--- src/rtl/fib_pkg.sv ---
// Shared types and helpers for the Fibonacci store engine.
package fib_pkg;

  // Controller states: waiting, generating terms, holding results.
  typedef enum logic [1:0] {
    IDLE = 2'd0,
    RUN  = 2'd1,
    DONE = 2'd2
  } state_e;

  // Term selection filters; 2'b11 behaves like MODE_ALL.
  localparam logic [1:0] MODE_ODD  = 2'b00;
  localparam logic [1:0] MODE_EVEN = 2'b01;
  localparam logic [1:0] MODE_ALL  = 2'b10;

  // Buffer address width, never narrower than one bit.
  function automatic int fib_aw(input int depth);
    return (depth > 1) ? $clog2(depth) : 1;
  endfunction

  // Width needed to hold a count from 0 to depth inclusive.
  function automatic int fib_cw(input int depth);
    return $clog2(depth + 1);
  endfunction

endpackage

--- src/rtl/fib_store_engine_if.sv ---
// Control, status and read-port bundle of the Fibonacci store engine.
interface fib_store_engine_if
  import fib_pkg::*;
#(
  parameter int WIDTH = 8,
  parameter int DEPTH = 16
);
  localparam int AW = fib_aw(DEPTH);
  localparam int CW = fib_cw(DEPTH);

  logic             go;
  logic [1:0]       mode;
  logic [AW-1:0]    rd_addr;
  logic [WIDTH-1:0] rd_data;
  logic [CW-1:0]    count;
  logic             busy;
  logic             done;
  logic             ovf;
  logic             full;

  // Requester side: starts runs and reads the buffer.
  modport master (
    output go, mode, rd_addr,
    input  rd_data, count, busy, done, ovf, full
  );

  // Engine side.
  modport slave (
    input  go, mode, rd_addr,
    output rd_data, count, busy, done, ovf, full
  );

endinterface

--- src/rtl/fib_store_ram.sv ---
// Term buffer: one synchronous write port, one combinational read port.
module fib_store_ram
  import fib_pkg::*;
#(
  parameter int WIDTH = 8,
  parameter int DEPTH = 16
) (
  input  logic                      clk,
  input  logic                      we_i,
  input  logic [fib_aw(DEPTH)-1:0]  waddr_i,
  input  logic [WIDTH-1:0]          wdata_i,
  input  logic [fib_aw(DEPTH)-1:0]  raddr_i,
  output logic [WIDTH-1:0]          rdata_o
);
  localparam int AW = fib_aw(DEPTH);

  // Contents are deliberately never cleared; the engine masks stale
  // entries with its term count.
  logic [WIDTH-1:0] mem_q [DEPTH];

  // Store one term per enabled clock edge.
  always_ff @(posedge clk) begin
    if (we_i) begin
      mem_q[waddr_i] <= wdata_i;
    end
  end

  // Addresses past DEPTH (non power-of-two depths) read as zero.
  assign rdata_o = (32'(raddr_i) < DEPTH) ? mem_q[raddr_i] : '0;

endmodule

--- src/rtl/fib_store_engine.sv ---
// Fibonacci generator/filter: walks 1,1,2,3,5,... one term per clock,
// stores the terms selected by mode and stops on buffer full or on the
// first term whose successor no longer fits in WIDTH bits.
module fib_store_engine
  import fib_pkg::*;
#(
  parameter int WIDTH = 8,
  parameter int DEPTH = 16
) (
  input  logic               clk,
  input  logic               reset,
  fib_store_engine_if.slave  bus
);
  localparam int AW = fib_aw(DEPTH);
  localparam int CW = fib_cw(DEPTH);

  state_e           state_q, state_d;
  logic [WIDTH-1:0] a_q, a_d;
  logic [WIDTH-1:0] b_q, b_d;
  logic             last_q, last_d;
  logic [1:0]       mode_q, mode_d;
  logic [CW-1:0]    count_q, count_d;
  logic             ovf_q, ovf_d;
  logic             full_q, full_d;

  logic [WIDTH:0]   sum;
  logic             qualifies;
  logic             we;
  logic [CW-1:0]    count_inc;
  logic [WIDTH-1:0] ram_rdata;
  logic             in_range;

  // One extra bit keeps the carry that marks the next term as unrepresentable.
  assign sum       = {1'b0, a_q} + {1'b0, b_q};
  assign count_inc = count_q + CW'(1);
  assign we        = (state_q == RUN) && qualifies;

  // Select the current term A according to the mode latched at start.
  always_comb begin
    qualifies = 1'b1;
    case (mode_q)
      MODE_ODD:  qualifies = a_q[0];
      MODE_EVEN: qualifies = ~a_q[0];
      default:   qualifies = 1'b1;
    endcase
  end

  // Controller and datapath next state.
  always_comb begin
    state_d = state_q;
    a_d     = a_q;
    b_d     = b_q;
    last_d  = last_q;
    mode_d  = mode_q;
    count_d = count_q;
    ovf_d   = ovf_q;
    full_d  = full_q;
    case (state_q)
      IDLE, DONE: begin
        if (bus.go) begin
          state_d = RUN;
          a_d     = WIDTH'(1);
          b_d     = WIDTH'(1);
          last_d  = 1'b0;
          count_d = '0;
          ovf_d   = 1'b0;
          full_d  = 1'b0;
          mode_d  = bus.mode;
        end
      end
      RUN: begin
        if (we) begin
          count_d = count_inc;
        end
        a_d    = b_q;
        b_d    = sum[WIDTH-1:0];
        // B stays valid after the carry, so it is still evaluated once
        // more; the truncated sum never reaches A.
        last_d = last_q | sum[WIDTH];
        if (last_q) begin
          ovf_d = 1'b1;
        end
        if (we && (count_inc == CW'(DEPTH))) begin
          full_d = 1'b1;
        end
        if (last_q || (we && (count_inc == CW'(DEPTH)))) begin
          state_d = DONE;
        end
      end
      default: state_d = IDLE;
    endcase
  end

  // State registers with asynchronous reset to IDLE.
  always_ff @(posedge clk or posedge reset) begin
    if (reset) begin
      state_q <= IDLE;
      a_q     <= WIDTH'(1);
      b_q     <= WIDTH'(1);
      last_q  <= 1'b0;
      mode_q  <= MODE_ODD;
      count_q <= '0;
      ovf_q   <= 1'b0;
      full_q  <= 1'b0;
    end else begin
      state_q <= state_d;
      a_q     <= a_d;
      b_q     <= b_d;
      last_q  <= last_d;
      mode_q  <= mode_d;
      count_q <= count_d;
      ovf_q   <= ovf_d;
      full_q  <= full_d;
    end
  end

  // While in RUN count stays below DEPTH, so its low bits are a valid address.
  fib_store_ram #(
    .WIDTH (WIDTH),
    .DEPTH (DEPTH)
  ) u_ram (
    .clk     (clk),
    .we_i    (we),
    .waddr_i (count_q[AW-1:0]),
    .wdata_i (a_q),
    .raddr_i (bus.rd_addr),
    .rdata_o (ram_rdata)
  );

  // Only entries written during the current or last run are visible.
  assign in_range    = (CW'(bus.rd_addr) < count_q);
  assign bus.rd_data = in_range ? ram_rdata : '0;
  assign bus.count   = count_q;
  assign bus.busy    = (state_q == RUN);
  assign bus.done    = (state_q == DONE);
  assign bus.ovf     = ovf_q;
  assign bus.full    = full_q;

endmodule

--- src/flat_wrapper.sv ---
// flat-port wrapper written by rule: the top's interface ports become plain ports
module fib_store_engine_flat import fib_pkg::*;
#(
  parameter int WIDTH = 8,
  parameter int DEPTH = 16
)
  (clk, reset, bus_go, bus_mode, bus_rd_addr, bus_rd_data, bus_count, bus_busy, bus_done, bus_ovf, bus_full);
  fib_store_engine_if #(.WIDTH(WIDTH), .DEPTH(DEPTH)) bus_i ();
  input  logic clk;
  input  logic reset;
  input wire logic [$bits(bus_i.go)-1:0] bus_go;
  input wire logic [$bits(bus_i.mode)-1:0] bus_mode;
  input wire logic [$bits(bus_i.rd_addr)-1:0] bus_rd_addr;
  output wire logic [$bits(bus_i.rd_data)-1:0] bus_rd_data;
  output wire logic [$bits(bus_i.count)-1:0] bus_count;
  output wire logic [$bits(bus_i.busy)-1:0] bus_busy;
  output wire logic [$bits(bus_i.done)-1:0] bus_done;
  output wire logic [$bits(bus_i.ovf)-1:0] bus_ovf;
  output wire logic [$bits(bus_i.full)-1:0] bus_full;
  assign bus_i.go = bus_go;
  assign bus_i.mode = bus_mode;
  assign bus_i.rd_addr = bus_rd_addr;
  assign bus_rd_data = bus_i.rd_data;
  assign bus_count = bus_i.count;
  assign bus_busy = bus_i.busy;
  assign bus_done = bus_i.done;
  assign bus_ovf = bus_i.ovf;
  assign bus_full = bus_i.full;
  fib_store_engine #(.WIDTH(WIDTH), .DEPTH(DEPTH)) u_core (.clk(clk), .reset(reset), .bus(bus_i));
endmodule
--- config.mk ---
export PLATFORM = sky130hd
export DESIGN_NAME = fib_store_engine_flat
export DESIGN_NICKNAME = d
export VERILOG_FILES = /design/src/rtl/fib_pkg.sv /design/src/rtl/fib_store_engine_if.sv /design/src/rtl/fib_store_ram.sv /design/src/rtl/fib_store_engine.sv /design/src/flat_wrapper.sv
export SDC_FILE = /design/constraint.sdc
export NUM_CORES = 1
export LEC_CHECK = 0
export ABC_CLOCK_PERIOD_IN_PS = 4200
export CAP_MARGIN = 20
export CORE_MARGIN = 3
export CORE_UTILIZATION = 55
export DETAILED_ROUTE_END_ITERATION = 16
export HOLD_SLACK_MARGIN = 0.08
export PLACE_DENSITY_LB_ADDON = 0.2
export SLEW_MARGIN = 30
export SYNTH_ARGS = -nofsm -noshare
export SYNTH_HDL_FRONTEND = slang
export SYNTH_SLANG_ARGS = --single-unit
--- constraint.sdc ---
create_clock -name clk -period 4.2 [get_ports clk]
set_clock_uncertainty 0.2 [all_clocks]
set_input_delay 1.05 -clock clk [delete_from_list [all_inputs] [get_ports clk]]
set_output_delay 1.05 -clock clk [all_outputs]
set_load 0.01 [all_outputs]
Word-level counts from Yosys, hierarchy flattened --
Memory sizes are Yosys's and may differ from the RTL's. Index checks and enable logic that the tools add are counted.
Cells by class: add/subtract/negate cells 2, $lt $le $gt $ge 1, equal/unequal tests 9, multiplexer cells 19, bitwise operators 2, reductions and logical operators 13
Operators by type and width (count):
- one-hot mux 8 bit (2 select lines) | 2
- two-way mux 8 bit | 2
- two-way mux 5 bit | 2
- one-hot mux 5 bit (2 select lines) | 1
- adder 8 x 8 -> 9 bit | 1
- AND reduction 3 bit | 3
- inequality test 2 x 1 -> 1 bit (second input constant) | 4
- one-hot mux 1 bit (2 select lines) | 4
- AND reduction 2 bit | 3
- adder 5 x 1 -> 5 bit (second input constant) | 1
- equality test 5 bit (second input constant) | 1
- less-than comparator 4 x 5 -> 1 bit | 1
- two-way mux 1 bit | 5
- equality test 2 x 1 -> 1 bit (second input constant) | 2
- zero test 2 bit | 2
- two-way mux 2 bit | 2
- one-hot mux 2 bit (2 select lines) | 1
- equality test 2 bit (second input constant) | 1
- logical AND 1 bit | 2
- inequality test 2 bit (second input constant) | 1
- nonzero test 2 bit | 1
- OR reduction 2 bit | 1
- logical OR 1 bit | 1
- NOT 1 bit | 1
- OR 1 bit | 1
Word-level totals: flip-flop bits (word level) 28, RAM bits 128, input bits 9, output and inout port bits 17, memories kept 1
Memory list:
- u_core.u_ram.mem_q | words 16, bits a word 8, rd ports 1, clocked after Yosys merged registers in 0, wr ports 1, line fib_store_ram.sv:19 | logic [WIDTH-1:0] mem_q [DEPTH];

Longest topological paths before layout --
depth after elaboration 7, gate-level depth with buffers 7, mapped depth without buffers 7

By module --
Synthesis repeated with hierarchy kept, for this count alone.
Unflattened totals: cells, all modules 377, area, all modules 6578.8 um^2
By module, submodules not included:
- fib_store_ram | instances 1, cells an instance 221, area each 4987.3 um^2, seq. area each 3843.7 um^2
- fib_store_engine | instances 1, cells an instance 156, area each 1591.5 um^2, seq. area each 703.2 um^2

Worst setup path before layout --
Ideal clock, no wire load.
kind input port to output port, start point input port bus_rd_addr[0], end point output port bus_rd_data[3], arrival time 2220 ps, required time 2950 ps, slack 730 ps, stages 5, cell sequence buf_6 -> buf_4 -> mux4_1 -> a211oi_1 -> a211oi_1
Between the ends: cells in the longest elaborated chain, start to end 2, elaborated cells on any way between the ends 3, those cells by class 1 x order compare; 1 x mux; 1 x memory
Ends and longest elaborated chain:
- start: declaration | line flat_wrapper.sv:13 | input wire logic [$bits(bus_i.rd_addr)-1:0] bus_rd_addr;
- memory (16 x 8 bit) / less-than comparator 4 x 5 -> 1 bit (equally long branches)
- two-way mux 8 bit (*) | line fib_store_engine.sv:132 | assign bus.rd_data = in_range ? ram_rdata : '0;
- end: declaration | line flat_wrapper.sv:14 | output wire logic [$bits(bus_i.rd_data)-1:0] bus_rd_data;
Mark *: on every way between the ends. The rest lies on a longest branch, timed or not.

Worst setup path after layout --
start point input port bus_rd_addr[1], end point output port bus_rd_data[1]
Same word-level chain as after synthesis.

==> out/qor.csv <==
metric,value,unit
status,finished clean,
powerDensity,621,mW/mm2
wl_per_cell,22.0,um
grt_max_degree,29,
synth_area,0.00669,mm2
critical-path-max-stage-delay,0.51,ns
hp-class,reg2reg,
synth_edf_count,128,
setup_viol_count_final,0,
ys.flop_type,edfxtp_1,
grt_pass1_vias,3549,
num_io_pins,26,
cts.sinks,156,
ir_drop,0.000499,V
cts-buffers-inserted,17,
initialDrtViolationCount,265,
cp_data_required_time,2.95,ns
clock.fmax,242,MHz
initial_core_util,57.4,%
synth_nets,409,
final_max_slew_viol_count,0,
grt_pass1_wl,20100,um
die_w,116,um
cts_hold_buf,0,
synth_top_area_share,57.5,%
first_pass_iters,4,
place_ws,-0.437,ns
r2r-start,u_core.state_q[1]$_DFFE_PP0P_,
place_hpwl,8310,um
rows,39,
die_area,0.0135,mm2
hold_path_startpoint,u_core.bus.full$_DFFE_PP0P_,
path_buf_inv,4,
fillers,784,
seq_area_frac_synth,68.0,%
layout-drive-gt1-share,18.4,%
ant_nets,0,
clockBufferDepth,2,
grt-ovfl-total,0,
fp.coreArea,0.0117,mm2
multi_input_area,0.00200,mm2
htree_levels,4,
place.gp.congestion,0.823,
drc,0,
antenna_found_initial,0,
clock_latency,0.42,ns
synth_warnings,0,
crit_top_cell,buf_4,
die_h,116,um
power,4.82,mW
synth_most_common_cell,edfxtp_1,
cts_tree,built,
fin_util,66.6,%
syn_inst,383,
clk_transition_reported_paths,0.06,ns
leakage,2.85,nW
crit_path_end_kind,output port,
setup_slack,0.0717,ns
vias,3484,
cp-start-kind,input port,
avgSynthCellArea,17.5,um2
yosys-top-cells-count,"edfxtp_1, dfrtp_1, nand2_1",
relSlewSlack,42.7,%
yosys.area.top_type,edfxtp_1,
async_flop_share,17.9,%
tightest_slew,0.856,ns
io_buffers,25,
critPathLaunch,bus_rd_addr[1],
drv_cap,0,
place_inst,558,
area_growth,16.1,%
cp_cell_sequence,clkdlybuf4s50_1 > buf_4 > buf_4 > mux4_2 > a211oi_2 > a211oi_1 > dlygate4sd2_1,
hold_viol_final,0,
grt.total_usage,21.0,%
critPathKind,in2out,
viasPerCell,5.92,
wirelength,12900,um
rsz0062_at_grt,true,
layout.cells.non_filler,589,
holdWs,0.283,ns
seq_area,0.00455,mm2
antenna-diode-count,0,
ys_ff_latch,156,
cp_slowest_cell,clkdlybuf4s50_1,
fin_crit,4.13,ns
crit_arrival,2.88,ns
worstPathMaxFanout,7,
nets,460,
synthTopCellsByArea,"edfxtp_1, dfrtp_1, mux4_1",
fin_crit_sh,98.3,%
cts-root-buf,clkbuf_16,
ys_types,46,
path_delay_family,buffers and inverters,
==> cells by family after synthesis <==
group	after synthesis	synth area share (%)
DFF	156	68.0
and+or+nand+nor	75	5.24
AOI/OAI and AO/OA	65	6.90
muxes	40	12.9
buffers and inverters	24	2.88
adders and majority gates	17	3.29
xor gates and xnor gates	6	0.786
==> per-layer routing <==
metal | global-route usage [%] | wire length [um] | up-vias
met2 | 32.4 | 6410 | 82
met1 | 29.2 | 5760 | 1750
met5 | 0 | 0 | -
li1 | - | - | 1633
met4 | 8.28 | 233 | 0
met3 | 5.03 | 542 | 19
==> through the flow <==
step / setup TNS (ns) / instance area [um2]
after floorplan: 0 / 6690
after global placement: -2.87 / 7180
after detailed placement: -3.38 / 7180
after CTS: 0 / 7750
after global routing: -0.0603 / 7770
final: 0 / 7770
==> final timing paths <==
kind	end	cells after the start	slack, ns
max	bus_rd_data[1]	7	0.07
min	u_core.bus.full$_DFFE_PP0P_	2	0.28
max reg2reg	u_core.u_ram.mem_q[7][5]$_DFFE_PP_	6	1.31
min reg2reg	u_core.bus.full$_DFFE_PP0P_	2	0.28
max in group asynchronous	u_core.bus.count[3]$_DFFE_PP0P_	2	2.60
min in group asynchronous	u_core.bus.full$_DFFE_PP0P_	2	0.81
==> layout make-up <==
type	count	area share, %
flip-flops and latches	156	58.5
well taps	143	2.30
multi-input cells	203	25.7
clock inverters	12	1.66
clock buffers	19	5.57
inverters	7	0.338
repair buffers	49	5.85
==> flip-flops by register name, indices dropped and copies added, names as in the netlist <==
| register | flops |
|---|---|
| u_core.a_q | 8 |
| u_core.b_q | 8 |
| u_core.bus.count | 5 |
| u_core.bus.full | 1 |
| u_core.bus.ovf | 1 |
| u_core.last_q | 1 |
| u_core.mode_q | 2 |
| u_core.state_q | 2 |
| u_core.u_ram.mem_q | 128 |
==> cells in the final DEF, fill, tap and decap left out, drive strengths merged, types with 13 or more instances in the layout <==
master         count
clkbuf            22
dfrtp             26
buf               25
o21ai             13
nor2              18
ha                16
a211oi            19
clkdlybuf4s50     16
edfxtp           128
mux4              32
nand2             26
==> what timing repair did <==
item                                    4_1_cts  5_1_grt
pin swaps                                     0        1
resized for setup                            13       16
endpoints found under the setup margin        8        8
buffers inserted                              0        0
==> worst min-delay path: cells and delay by family, from the launching register on <==
family           cells  cell delay [ns]
DFF                  1             0.35
and+or+nand+nor      2             0.10
==> power breakdown <==
group | internal [mW] | switching [mW] | leakage [nW] | total, mW
clock network | 0.915 | 0.559 | 0.278 | 1.47
logic | 0.483 | 0.576 | 1.04 | 1.06
registers | 2.02 | 0.272 | 1.53 | 2.29
(Power assumes the default switching activity.)
